$ cat src/rtl/jogo_pkg.sv
// jogo_pkg: state codes, player encoding and timing defaults shared by the move control path
package jogo_pkg;
  typedef enum logic [3:0] {
    E_INICIAL      = 4'd0,
    E_PREPARA      = 4'd1,
    E_ESPERA_MACRO = 4'd2,
    E_REG_MACRO    = 4'd3,
    E_ESPERA_MICRO = 4'd4,
    E_REG_MICRO    = 4'd5,
    E_VALIDA       = 4'd6,
    E_ESCREVE      = 4'd7,
    E_VERIFICA     = 4'd8,
    E_TROCA        = 4'd9,
    E_COPIA        = 4'd10,
    E_FIM          = 4'd11,
    E_TIMEOUT      = 4'd12
  } estado_t;
  localparam logic JOGADOR_X = 1'b0;
  localparam logic JOGADOR_O = 1'b1;
  localparam int TIMEOUT_CICLOS_PADRAO = 5000;
endpackage

$ cat src/rtl/unidade_controle_jogada_if.sv
// unidade_controle_jogada_if: flags and strobes between the move control FSM and its datapath
interface unidade_controle_jogada_if;
  logic iniciar, tem_jogada, jogada_valida, macro_livre, fim_jogo;
  logic zeraEdge, zeraR_macro, zeraR_micro, registraR_macro, registraR_micro;
  logic copiaR_macro, escreve_tabuleiro, jogador, pronto, timeout;
  logic [3:0] db_estado;
  modport master (
    input  iniciar, tem_jogada, jogada_valida, macro_livre, fim_jogo,
    output zeraEdge, zeraR_macro, zeraR_micro, registraR_macro, registraR_micro,
    output copiaR_macro, escreve_tabuleiro, jogador, pronto, timeout, db_estado
  );
  modport slave (
    output iniciar, tem_jogada, jogada_valida, macro_livre, fim_jogo,
    input  zeraEdge, zeraR_macro, zeraR_micro, registraR_macro, registraR_micro,
    input  copiaR_macro, escreve_tabuleiro, jogador, pronto, timeout, db_estado
  );
endinterface

$ cat src/rtl/unidade_controle_jogada_contador_timeout.sv
// contador_timeout: saturating inactivity counter, fim high once TIMEOUT_CICLOS-1 is reached
module contador_timeout #(
  parameter int TIMEOUT_CICLOS = 5000,
  parameter int W_TIMER        = 13
) (
  input  logic clock,
  input  logic reset,
  input  logic clear,
  input  logic enable,
  output logic fim
);
  localparam logic [W_TIMER-1:0] ULTIMO = W_TIMER'(TIMEOUT_CICLOS - 1);
  logic [W_TIMER-1:0] conta;
  always_ff @(posedge clock or negedge reset)
    if (!reset) conta <= '0;
    else if (clear) conta <= '0;
    else if (enable && conta != ULTIMO) conta <= conta + 1'b1;
  assign fim = conta == ULTIMO;
endmodule

$ cat src/rtl/unidade_controle_jogada.sv
// unidade_controle_jogada: turn sequencing FSM (macro/micro select, validate, write, swap) with timeout
module unidade_controle_jogada
  import jogo_pkg::*;
#(
  parameter int TIMEOUT_CICLOS = TIMEOUT_CICLOS_PADRAO,
  parameter int W_TIMER        = 13
) (
  input logic clock,
  input logic reset,
  unidade_controle_jogada_if.master jif
);
  estado_t estado, prox;
  logic espera, fim_timer;
  assign espera = estado == E_ESPERA_MACRO || estado == E_ESPERA_MICRO;
  contador_timeout #(.TIMEOUT_CICLOS(TIMEOUT_CICLOS), .W_TIMER(W_TIMER)) u_timer (
    .clock(clock), .reset(reset), .clear(!espera), .enable(espera), .fim(fim_timer)
  );
  // a button press in the same cycle as expiry still counts as a move
  always_comb begin
    prox = E_INICIAL;
    case (estado)
      E_INICIAL:      prox = jif.iniciar ? E_PREPARA : E_INICIAL;
      E_PREPARA:      prox = E_ESPERA_MACRO;
      E_ESPERA_MACRO: prox = jif.tem_jogada ? E_REG_MACRO : fim_timer ? E_TIMEOUT : E_ESPERA_MACRO;
      E_REG_MACRO:    prox = E_ESPERA_MICRO;
      E_ESPERA_MICRO: prox = jif.tem_jogada ? E_REG_MICRO : fim_timer ? E_TIMEOUT : E_ESPERA_MICRO;
      E_REG_MICRO:    prox = E_VALIDA;
      E_VALIDA:       prox = jif.jogada_valida ? E_ESCREVE : E_ESPERA_MICRO;
      E_ESCREVE:      prox = E_VERIFICA;
      E_VERIFICA:     prox = jif.fim_jogo ? E_FIM : E_TROCA;
      E_TROCA:        prox = jif.macro_livre ? E_COPIA : E_ESPERA_MACRO;
      E_COPIA:        prox = E_ESPERA_MICRO;
      E_FIM:          prox = jif.iniciar ? E_PREPARA : E_FIM;
      E_TIMEOUT:      prox = jif.iniciar ? E_PREPARA : E_TIMEOUT;
      default:        prox = E_INICIAL;
    endcase
  end
  // outputs are registered from the next state so they always match the state register
  always_ff @(posedge clock or negedge reset)
    if (!reset) begin
      estado                <= E_INICIAL;
      jif.jogador           <= JOGADOR_X;
      jif.zeraEdge          <= 1'b0;
      jif.zeraR_macro       <= 1'b0;
      jif.zeraR_micro       <= 1'b0;
      jif.registraR_macro   <= 1'b0;
      jif.registraR_micro   <= 1'b0;
      jif.copiaR_macro      <= 1'b0;
      jif.escreve_tabuleiro <= 1'b0;
      jif.pronto            <= 1'b0;
      jif.timeout           <= 1'b0;
    end else begin
      estado                <= prox;
      jif.jogador           <= estado == E_PREPARA ? JOGADOR_X : estado == E_TROCA ? ~jif.jogador : jif.jogador;
      jif.zeraEdge          <= prox == E_PREPARA;
      jif.zeraR_macro       <= prox == E_PREPARA;
      jif.zeraR_micro       <= prox == E_PREPARA;
      jif.registraR_macro   <= prox == E_REG_MACRO;
      jif.registraR_micro   <= prox == E_REG_MICRO;
      jif.copiaR_macro      <= prox == E_COPIA;
      jif.escreve_tabuleiro <= prox == E_ESCREVE;
      jif.pronto            <= prox == E_FIM;
      jif.timeout           <= prox == E_TIMEOUT;
    end
  assign jif.db_estado = estado;
endmodule

$ cat src/flat_wrapper.sv
// flat-port wrapper written by rule: the top's interface ports become plain ports
module unidade_controle_jogada_flat import jogo_pkg::*;
#(
  parameter int TIMEOUT_CICLOS = TIMEOUT_CICLOS_PADRAO,
  parameter int W_TIMER        = 13
)
  (clock, reset, jif_iniciar, jif_tem_jogada, jif_jogada_valida, jif_macro_livre, jif_fim_jogo, jif_zeraEdge, jif_zeraR_macro, jif_zeraR_micro, jif_registraR_macro, jif_registraR_micro, jif_copiaR_macro, jif_escreve_tabuleiro, jif_jogador, jif_pronto, jif_timeout, jif_db_estado);
  unidade_controle_jogada_if jif_i ();
  input logic clock;
  input logic reset;
  input wire logic [$bits(jif_i.iniciar)-1:0] jif_iniciar;
  input wire logic [$bits(jif_i.tem_jogada)-1:0] jif_tem_jogada;
  input wire logic [$bits(jif_i.jogada_valida)-1:0] jif_jogada_valida;
  input wire logic [$bits(jif_i.macro_livre)-1:0] jif_macro_livre;
  input wire logic [$bits(jif_i.fim_jogo)-1:0] jif_fim_jogo;
  output wire logic [$bits(jif_i.zeraEdge)-1:0] jif_zeraEdge;
  output wire logic [$bits(jif_i.zeraR_macro)-1:0] jif_zeraR_macro;
  output wire logic [$bits(jif_i.zeraR_micro)-1:0] jif_zeraR_micro;
  output wire logic [$bits(jif_i.registraR_macro)-1:0] jif_registraR_macro;
  output wire logic [$bits(jif_i.registraR_micro)-1:0] jif_registraR_micro;
  output wire logic [$bits(jif_i.copiaR_macro)-1:0] jif_copiaR_macro;
  output wire logic [$bits(jif_i.escreve_tabuleiro)-1:0] jif_escreve_tabuleiro;
  output wire logic [$bits(jif_i.jogador)-1:0] jif_jogador;
  output wire logic [$bits(jif_i.pronto)-1:0] jif_pronto;
  output wire logic [$bits(jif_i.timeout)-1:0] jif_timeout;
  output wire logic [$bits(jif_i.db_estado)-1:0] jif_db_estado;
  assign jif_i.iniciar = jif_iniciar;
  assign jif_i.tem_jogada = jif_tem_jogada;
  assign jif_i.jogada_valida = jif_jogada_valida;
  assign jif_i.macro_livre = jif_macro_livre;
  assign jif_i.fim_jogo = jif_fim_jogo;
  assign jif_zeraEdge = jif_i.zeraEdge;
  assign jif_zeraR_macro = jif_i.zeraR_macro;
  assign jif_zeraR_micro = jif_i.zeraR_micro;
  assign jif_registraR_macro = jif_i.registraR_macro;
  assign jif_registraR_micro = jif_i.registraR_micro;
  assign jif_copiaR_macro = jif_i.copiaR_macro;
  assign jif_escreve_tabuleiro = jif_i.escreve_tabuleiro;
  assign jif_jogador = jif_i.jogador;
  assign jif_pronto = jif_i.pronto;
  assign jif_timeout = jif_i.timeout;
  assign jif_db_estado = jif_i.db_estado;
  unidade_controle_jogada #(.TIMEOUT_CICLOS(TIMEOUT_CICLOS), .W_TIMER(W_TIMER)) u_core (.clock(clock), .reset(reset), .jif(jif_i));
endmodule
$ cat config.mk
export PLATFORM = sky130hd
export DESIGN_NAME = unidade_controle_jogada_flat
export DESIGN_NICKNAME = d
export VERILOG_FILES = /design/src/rtl/jogo_pkg.sv /design/src/rtl/unidade_controle_jogada_if.sv /design/src/rtl/unidade_controle_jogada_contador_timeout.sv /design/src/rtl/unidade_controle_jogada.sv /design/src/flat_wrapper.sv
export SDC_FILE = /design/constraint.sdc
export NUM_CORES = 1
export LEC_CHECK = 0
export ABC_AREA = 1
export CAP_MARGIN = 20
export CORE_MARGIN = 4
export CORE_UTILIZATION = 44
export DETAILED_ROUTE_END_ITERATION = 10
export GPL_ROUTABILITY_DRIVEN = 0
export GPL_TIMING_DRIVEN = 0
export PLACE_DENSITY = 0.75
export RECOVER_POWER = 50
export SYNTH_ARGS = -nofsm -noshare
export SYNTH_HDL_FRONTEND = slang
export SYNTH_SLANG_ARGS = --single-unit
$ cat constraint.sdc
create_clock -name clock -period 1.5 [get_ports clock]
set_input_delay 0.3 -clock clock [delete_from_list [all_inputs] [get_ports clock]]
set_output_delay 0.3 -clock clock [all_outputs]
set_load 0.01 [all_outputs]
-- After elaboration in Yosys (flattened, before gate mapping)
Index checks and enable logic that the tools add are counted.
- register bits: 25
- input port bits: 7
- word-level logic and storage cells: 54
- output and inout bits: 14
- bitwise logic cells: 1
- mux-type cells: 15
- equality and inequality tests: 22
- reduce and logical (&&, ||, !) cells: 5
- add/subtract/negate cells: 1
- operator list (operator ; count):
    one-hot mux 4 bit (12 select lines) ; 1
    == test 4 bit, second input constant ; 8
    2-to-1 mux 4 bit ; 7
    2-to-1 mux 13 bit ; 2
    == test 4 x 3 -> 1 bit, second input constant ; 6
    adder 13 x 1 -> 13 bit, second input constant ; 1
    == test 13 bit, second input constant ; 1
    != test 13 bit, second input constant ; 1
    == test 4 x 2 -> 1 bit, second input constant ; 3
    == test 4 x 1 -> 1 bit, second input constant ; 2
    zero test 4 bit ; 1
    2-to-1 mux 2 bit ; 2
    2-to-1 mux 1 bit ; 3
    != test 2 x 1 -> 1 bit, second input constant ; 1
    nonzero test 2 bit ; 1
    OR reduction 2 bit ; 1
    logical AND 1 bit ; 1
    logical OR 1 bit ; 1
    NOT 1 bit ; 1

-- Logic depth before layout (Yosys ltp)
Gate-level depths: netlist of the first run.
- word-level depth: 5
- gate-level depth with buffers: 11
- depth with buffers taken out: 11

-- By module
Synthesis of the first run repeated with hierarchy kept, for this count alone.
- cell total of the unflattened synthesis: 234
- area total of the unflattened synthesis: 1630.3 µm²
- modules (own cells, without submodules) (module ; area each (µm²) ; instances ; cells an instance):
    contador_timeout ; 920.9 ; 1 ; 141
    unidade_controle_jogada ; 709.4 ; 1 ; 93

-- Worst setup path before layout of the first run
No wires, ideal clock.
- path type: register -> register
- start point: register u_core.u_timer.conta[0]
- end point: register u_core.u_timer.conta[3]
- data arrival time: 1.248 ns
- period minus slack after synthesis: 1.361 ns
- required time: 1.387 ns
- cell stages (with the launch flop): 11
- setup slack: 0.139 ns
- path through: dfrtp_1 -> ha_1 -> nand2_1 -> inv_1 -> nand2_1 -> nor2_1 -> nand2_1 -> nand4_1 -> nand2_1 -> nand2_1 -> inv_1
- cells in the longest elaborated chain, start to end: 3
- elaborated cells on any way between the ends: 6
- classes of those cells: add/sub: 1; eq/ne: 2; mux: 2; reduce/logical: 1
- RTL lines (what ; RTL line ; text):
    from (decl) ; unidade_controle_jogada_contador_timeout.sv:13 ; logic [W_TIMER-1:0] conta;
    from (signal assigned) ; unidade_controle_jogada_contador_timeout.sv:17 ; else if (enable && conta != ULTIMO) conta <= conta + 1'b1;
    adder 13 x 1 -> 13 bit or != test 13 bit (tied branches) ; unidade_controle_jogada_contador_timeout.sv:17 ;
    2-to-1 mux 13 bit or logical AND 1 bit (tied branches) ; unidade_controle_jogada_contador_timeout.sv:17 ;
    2-to-1 mux 13 bit or != test 2 x 1 -> 1 bit (tied branches) ; n/a ;
Parallel ways exist; a longest one is shown, timed or not. The select of a mux whose other input is x is not followed.
A chain may end at the register's enable or synchronous reset.

-- Worst setup path after layout of the first run
- start point: register u_core.estado[3] (netlist: u_core.jif.db_estado[3])
- end point: output port jif_db_estado[3]
- RTL lines (what ; RTL line ; text):
    from (decl) ; unidade_controle_jogada.sv:12 ; estado_t estado, prox;
    from (signal assigned) ; unidade_controle_jogada.sv:53 ; estado <= prox;
    to (decl) ; flat_wrapper.sv:26 ; output wire logic [$bits(jif_i.db_estado)-1:0] jif_db_estado;
No word-level cell between the ends.

==> results summary, run 1 <==
STA puts the critical path data arrival time at 1.14 ns. The data required time of the worst path came out at 1.20 ns. The highest fanout seen on the critical path is 2. The die extent in y is about 63 um. Once placement completed, the tool counted placed cells totaling 222. The clock-pin slew of the registers on the worst-case setup and hold paths is ~0.14 ns. Relative to the synthesized area, the layout overhead comes to 27.9%. The repair_antennas step left the layout with diodes totalling 0. The met3 wire length is 85 um. The global-route wire length before repair is 4.56 mm. The number of antenna violations at the first check in global routing was 0. The post-synthesis cell type count came out at 24.

The post-synthesis cell count is roughly 170. The total area of sequential cells came out at roughly 630 um^2. For this block, wires on met1 add up to around 1.3 mm. The number of global-route vias before repair came out at roughly 1100. The detailed-routing iteration count for the pre-antenna-repair pass came out at 6. The count of non-filler cells in the finished layout came out at about 240.

The total track usage came out at 0.144. The critical path is of the flop to primary output type. The placeable core region is between 2000 and 3000 um^2. The violation count after the first detailed-route iteration is 26. The type of element launching the critical path is a flop. Across the run, the number of max-cap violations was 0.

Setup repair after global routing could not meet its margin everywhere. The post-synth design cell area came out at around 1300 um^2. By instance count, the leading cell after synthesis is nand2_1. The final number of setup-violating endpoints came out at 0. The overall power of the completed layout came out at 2400 uW. For this run, the register share of the synthesized area comes to 0.474.

The number of design rule violations left after detail routing came out at 0. After detailed routing, the average wire length per cell comes to 12.1 um. The area share of the largest cell type after synthesis came out at 0.474. The initial standard-cell utilization of the core came out at 0.471.

The clock insertion delay at the later pin of the skew report is ~0.32 ns. The leakage component of the power came out at around 0.0009 uW. The async set-reset flop share out of synthesis came out at 1.00. The routed via count is between 1000 and 1500.

The length of routed met2 wiring is 1.44 mm. In this run the top signal layer used is met4. After clock tree synthesis, the flow added hold-fix buffers numbering 0. The maximum clock rate came out at a little under 700 MHz. Of the available clock period, the critical path in the final layout requires 0.961. The detailed-route wire length is ~2.8 mm. The via-per-instance ratio is between 4 and 5. Of all cell types, the one taking the most synthesized area is dfrtp_1.

The count of port buffers added during placement is 20. The relative max-transition margin came out at 0.694. Row generation in the floorplan step produced 19 rows.

Summed over all layers, the global routing overflow is 0. The tightest hold path in the finished design has a slack of between 0.3 and 0.4 ns. The level count of the clock H-tree is 1. The number of enable-type register cells in the synthesized netlist came out at 0. STA classifies the critical path endpoint as a primary output. The kind of path behind the tightest hold check is primary input to async pin. The number of nets with antenna violations after detailed routing is 0.

The ratio of cells with drive above 1 in the final layout is 0.206. After synthesis, the cell types taking the most area are dfrtp_1 (47%), nand2_1 (13%), nor2_1 (6.8%), inv_1 (6.0%), nand3_1 (4.9%). A synthesized cell averages about 7.7 um^2. Entering global routing, the biggest net connects 26 pins.

The flow ran to the end, and the final reports show no timing, DRC or antenna violations. The transition time of the tightest slew-check pin came out at 0.458 ns. The filler cells instantiated in the layout total 248. The clock tree from TritonCTS is yes.

The die footprint is 3940 um^2. The net count reported at finish is about 210. During I/O placement, the number of pins put on the boundary was 21. The count of synthesis-stage warnings from yosys came out at 0.

The clock period minus final worst setup slack came out at approximately 1.4 ns. The number of nets handed over by synthesis was approximately 180. The maximum vdd drop is around 900 uV. The die boundary width is 62.8 um. The number of pins with negative max-slew slack in the final report is 0. The total clock sinks came out at 25. The number of flip-flops and latches in the synthesized netlist came out at 25. The clock skew came out at 0.00926 ns. The most used flip-flop cell after synthesis is dfrtp_1.

The ratio of total power to cell area came out at about 1400 nW/um^2. In this run the clock root is driven by a clkbuf_4. The final-layout setup total negative slack is 0 ns. By count the netlist is led by nand2_1 (44), dfrtp_1 (25), nor2_1 (24), inv_1 (21), nand3_1 (13). The multi-input gate area in the final layout came out at ~630 um^2. The worst-case clock buffer depth came out at 2. The wire-length estimate of the detail-placed layout is 2.07 mm. In this run, CTS created clock tree buffers numbering 3. The final number of hold-violating endpoints came out at 0.
critical path: stages, from the launching register on:
cell           delay (ns)
dfrtp_1              0.41
buf_4                0.14
dlygate4sd2_1        0.27
power by group:
| part | total [uW] | switching [uW] | internal (uW) |
|---|---|---|---|
| logic | 1220 | 722 | 499 |
| registers | 886 | 95.0 | 791 |
| clock network | 297 | 197 | 99.9 |
| total | 2400 | 1010 | 1390 |
repair_timing:
item                       4_1_cts  5_1_grt
setup endpoints to repair       20       11
cloned                           0        0
buffers inserted                 5        3
pin swaps                        0        5
gates resized for setup         17       11
cell usage in the layout (no fill, tap or decap), drive strengths merged:
cell type | synthesis | layout
nand3 | 15 | 15
clkbuf | 0 | 4
buf | 3 | 11
nand2 | 45 | 45
ha | 1 | 1
dfrtp | 25 | 25
clkdlybuf4s50 | 0 | 5
clkinv | 0 | 1
nor3 | 4 | 4
or2 | 1 | 1
xor2 | 1 | 1
nand3b | 2 | 2
dlygate4sd2 | 0 | 14
a21oi | 8 | 8
a31oi | 2 | 2
o21ai | 5 | 5
nand4 | 2 | 2
nor2 | 31 | 31
inv | 25 | 25
dlygate4sd3 | 0 | 1
xnor2 | 1 | 1
registers in the layout, summed over array words and instances, names as in the netlist:
register	cells
u_core.jif.copiaR_macro	1
u_core.u_timer.conta	13
u_core.jif.escreve_tabuleiro	1
u_core.jif.zeraEdge	1
u_core.jif.pronto	1
u_core.jif.db_estado	4
u_core.jif.registraR_micro	1
u_core.jif.timeout	1
u_core.jif.registraR_macro	1
u_core.jif.jogador	1
logic make-up (layout without fill, tap and decap cells):
kind of cell,count (synthesis),after routing,synth area share
DFF,25,25,0.474
AOI/OAI and AO/OA,15,15,0.0588
xor gates and xnor gates,2,2,0.0133
adders and majority gates,1,1,0.00948
and+or+nand+nor,100,100,0.356
buffers and inverters,28,61,0.0882
worst paths after layout:
check | from | end | slack (ns) | cells past startpoint
max | u_core.jif.db_estado[3] | jif_db_estado[3] | 0.06 | 2
min | reset | u_core.u_timer.conta[11] | 0.34 | 1
max reg2reg | u_core.jif.db_estado[2] | u_core.u_timer.conta[5] | 0.07 | 7
min reg2reg | u_core.u_timer.conta[8] | u_core.u_timer.conta[8] | 0.50 | 1
max in group asynchronous | reset | u_core.jif.db_estado[1] | 0.42 | 2
min in group clock | u_core.u_timer.conta[8] | u_core.u_timer.conta[8] | 0.50 | 1
through the flow:
stage / instance area (um^2) / setup WS, ns / utilization
floorplan: 1320 / 0.139 / -
global placement: 1560 / -0.120 / 0.556
CTS: 1610 / 0.0335 / 0.575
detailed placement: 1560 / -0.170 / 0.556
global route: 1690 / -0.0155 / 0.602
finish: 1690 / 0.0589 / 0.602
per-layer routing:
metal / vias to the layer above / global-route usage
li1: 595 / -
met1: 548 / 0.177
met2: 25 / 0.246
met3: 5 / 0.0216
met4: 0 / 0.0661
met5: - / 0
layout make-up:
cell class	instances	area share
inverter	25	0.0556
multi-input combinational	118	0.374
sequential	25	0.371
clock inverter	1	0.00297
buffer	3	0.0133
timing repair buffer	29	0.147
tap	31	0.0230
clock buffer	3	0.0133
(Power assumes the default switching activity.)
==> run 2, diff against run 1 <==
- CORE_ASPECT_RATIO: not set -> 0.8
==> run 2 against run 1 <==
  * Critical path depth is 1 lower
  * Total power is 6.2% higher
  * Die area is 0.14% higher
  * Highest routed layer unchanged
==> results summary, run 2 (synthesized netlist as in run 1, its figures left out) <==
The cell chosen for the clock root is clkbuf_8 (was clkbuf_4). The number of CTS-inserted buffers is 3 (unchanged). The kind of cell with the highest combined delay on the critical path is buffers and inverters (unchanged). The net count reported at finish was 212 (was 213).

The relative max-transition margin came out at 0.665 (was 0.694). The total number of placement rows came out at 17 (was 19). The post-route worst hold slack came out at 0.300 ns (was 0.343 ns). The clock-pin slew of the registers on the worst-case setup and hold paths came out at 0.08 ns (was 0.14 ns). The pin count of the biggest net entering global routing is 26 (unchanged).

The count of non-filler cells in the finished layout came out at 241 (was 235). The critical path class is flop to primary output (unchanged). The total congestion overflow after global routing was 0 (unchanged). The number of nets with antenna violations after detailed routing is 0 (unchanged). The highest layer used for signal routing is met4 (unchanged). The multi-input gate area in the final layout came to 661 um^2 (was 631 um^2).

The type of element launching the critical path is a flop (unchanged). The start point of the critical path was u_core.jif.db_estado[2] (was u_core.jif.db_estado[3]). The share of total power in combinational logic is 0.487 (was 0.508). The total area of sequential cells is 629 um^2 (was 627 um^2). The count of inserted antenna diode cells is 0 (unchanged). The number of design rule violations left after detail routing came to 0 (unchanged). The count of fill cells added during filler insertion is 235 (was 248).

The length of routed met2 wiring came out at 1.48 mm (was 1.44 mm). The placeable core region came to 2810 um^2 (about the same). The switching share of power is 0.407 (was 0.422). The number of ports placed on the die boundary is 21 (unchanged). The largest register by flop count was u_core.u_timer.conta (unchanged). The number of global-route vias before repair came out at 1089 (was 1053). The met3 wire length came out at 181 um (was 85 um). The ratio of cells with drive above 1 in the final layout is 0.241 (was 0.206). The kind of path behind the tightest hold check was primary input to async pin (unchanged). The leakage component of the power is 0.000905 uW (was 0.000900 uW).

The detailed-routing iteration count for the pre-antenna-repair pass is 4 (was 6). The half-perimeter wire length after detailed placement came out at 2.12 mm (was 2.07 mm). The total clock sinks is 25 (unchanged). The net switching power is 1040 uW (was 1010 uW). Cell-by-cell listing of the critical path: clkdlybuf4s50_1 (was buf_4 -> dlygate4sd2_1). The library cell contributing the largest single delay on the critical path is clkdlybuf4s50_1 (was dfrtp_1). Result of the run: finished, final reports clean (unchanged). The die boundary width is 69.2 um (was 62.8 um). The number of antenna violations at the first check in global routing is 0 (unchanged).

The number of placed instances with taps included came out at 229 (was 222). The clock period minus final worst setup slack is 1.45 ns (was 1.44 ns). The number of max-cap violations is 0 (unchanged). The final number of hold-violating endpoints is 0 (unchanged). The maximum clock rate is 692 MHz (was 694 MHz). The maximum vdd drop is 963 uV (was 913 uV). The internal power component is 1510 uW (was 1390 uW). The via-per-instance ratio came out at 5.03 (was 4.99). The wire length the detailed router placed on met1 came out at 1.32 mm (was 1.25 mm).

The count of port buffers added during placement is 20 (unchanged). The die footprint is 3950 um^2 (was 3940 um^2). The clock skew is 0.00501 ns (was 0.00926 ns).

Most frequent cells in the layout: nand2_1 (40), dfrtp_1 (22), inv_1 (21) (was nand2_1 (43), dfrtp_1 (24), inv_1 (21)). The reg-to-reg critical path endpoint is u_core.u_timer.conta[0] (was u_core.u_timer.conta[5]). The number of pins with negative max-slew slack in the final report is 0 (unchanged). The destination of the critical timing path is jif_db_estado[2] (was jif_db_estado[3]).

The worst-case clock buffer depth is 2 (unchanged). The initial standard-cell utilization of the core came to 0.470 (was 0.471). The global-route wire length before repair came to 4.85 mm (was 4.56 mm).

The level count of the clock H-tree came out at 1 (unchanged). The average wire per cell in the routed design is 12.5 um (was 12.1 um). The routed via count came out at 1213 (was 1173). The clock tree from TritonCTS is yes (unchanged). The clock share of power is 0.154 (was 0.124).

The nature of the critical path endpoint is a primary output (unchanged). The transition time of the tightest slew-check pin came out at 0.503 ns (was 0.458 ns). The post-route clock period utilization was 0.963 (was 0.961). The number of cells on the critical path was 1 (was 2). The sequential share of power is 0.359 (was 0.368). The startpoint of the most critical register-to-register path is u_core.u_timer.conta[1] (was u_core.jif.db_estado[2]). The total track usage is 0.152 (was 0.144).

The count of hold buffers inserted by post-cts repair came out at 0 (unchanged). The data required time of the worst path came to 1.20 ns (about the same). The combined buffer and inverter count along the critical path was 1 (was 2). The highest fanout seen on the critical path came to 2 (unchanged).

The ratio of total power to cell area came out at 1440 nW/um^2 (was 1420 nW/um^2). The die extent in y came to 57.0 um (was 62.8 um). The length in cells of the worst reg-to-reg path came out at 8 (was 7). The number of flip-flops under the largest register name came out at 13 (unchanged). The clock insertion delay at the later pin of the skew report is 0.27 ns (was 0.32 ns).

The maximum single-stage delay on the critical path is 0.53 ns (was 0.41 ns). The final number of setup-violating endpoints is 0 (unchanged). The critical path data arrival time is 1.15 ns (was 1.14 ns).

The detailed-route wire length is 3.01 mm (was 2.84 mm). The flop-to-flop setup slack is 0.08 ns (was 0.07 ns). The violation count after the first detailed-route iteration is 57 (was 26). The final-layout setup total negative slack came to 0 ns (unchanged). The leading cell type in the layout, fill and taps excluded is nand2_1 (unchanged). Setup repair after global routing missed its margin: yes (unchanged). The post-synthesis to final-layout area growth is 33.8% (was 27.9%).
[run 2: changes by cell type in the layout (fill, tap and decap cells not counted), moves of 3 or more]
| cell | before | now |
|---|---|---|
| buf_4 | 11 | 8 |
| clkbuf_4 | 3 | 0 |
| clkbuf_8 | 0 | 3 |
| clkdlybuf4s50_1 | 5 | 11 |
| dlygate4sd2_1 | 14 | 4 |
| dlymetal6s2s_1 | 0 | 3 |
| nand2_1 | 43 | 40 |
| nand2_2 | 2 | 5 |
[run 2: how the worst min path moves through the flow]
| stage | start | end | slack [ns] | cells after the start |
|---|---|---|---|---|
| 2_1_floorplan | reset | u_core.jif.copiaR_macro | 0.004 | 0 |
| 3_3_place_gp | u_core.jif.jogador | u_core.jif.jogador | 0.48 | 1 |
| 3_5_place_dp | u_core.u_timer.conta[8] | u_core.u_timer.conta[8] | 0.49 | 1 |
| 4_1_cts | u_core.u_timer.conta[8] | u_core.u_timer.conta[8] | 0.51 | 1 |
| 5_1_grt | reset | u_core.u_timer.conta[7] | 0.31 | 1 |
| 6_report | reset | u_core.u_timer.conta[7] | 0.30 | 1 |
[run 2: power groups by stage]
| stage | clock network [uW] | registers (uW) | logic (uW) |
|---|---|---|---|
| floorplan | 0 | 956 | 623 |
| global placement | 0 | 920 | 1020 |
| detailed placement | 0 | 932 | 1040 |
| CTS | 409 | 891 | 1110 |
| global route | 446 | 933 | 1380 |
| finish | 393 | 916 | 1240 |
[run 2: final cells by class]
cell class	count	area share
Multi-Input combinational cell	118	0.374
Timing Repair Buffer	28	0.149
Sequential cell	25	0.356
Buffer	3	0.0149
Tap cell	38	0.0269
Inverter	25	0.0531
Clock buffer	4	0.0255
[run 2: what timing repair did]
item,4_1_cts,5_1_grt
resized for setup,9,26
setup endpoints to repair,13,19
setup buffers,4,3
cloned,0,0
pin swaps,0,8
[run 2: layer usage]
layer / up-vias / track usage
li1: 597 / -
met4: 0 / 0.0585
met5: - / 0
met1: 580 / 0.192
met2: 32 / 0.250
met3: 4 / 0.0405
[run 2: stage by stage]
stage,utilization,setup slack (ns),power (uW),area (um^2)
after global routing,0.629,-0.0403,2760,1770
after detailed placement,0.558,-0.138,1980,1570
after CTS,0.586,0.00780,2410,1640
after floorplan,-,0.139,1580,1320
after global placement,0.558,-0.0880,1940,1570
final,0.629,0.0548,2550,1770
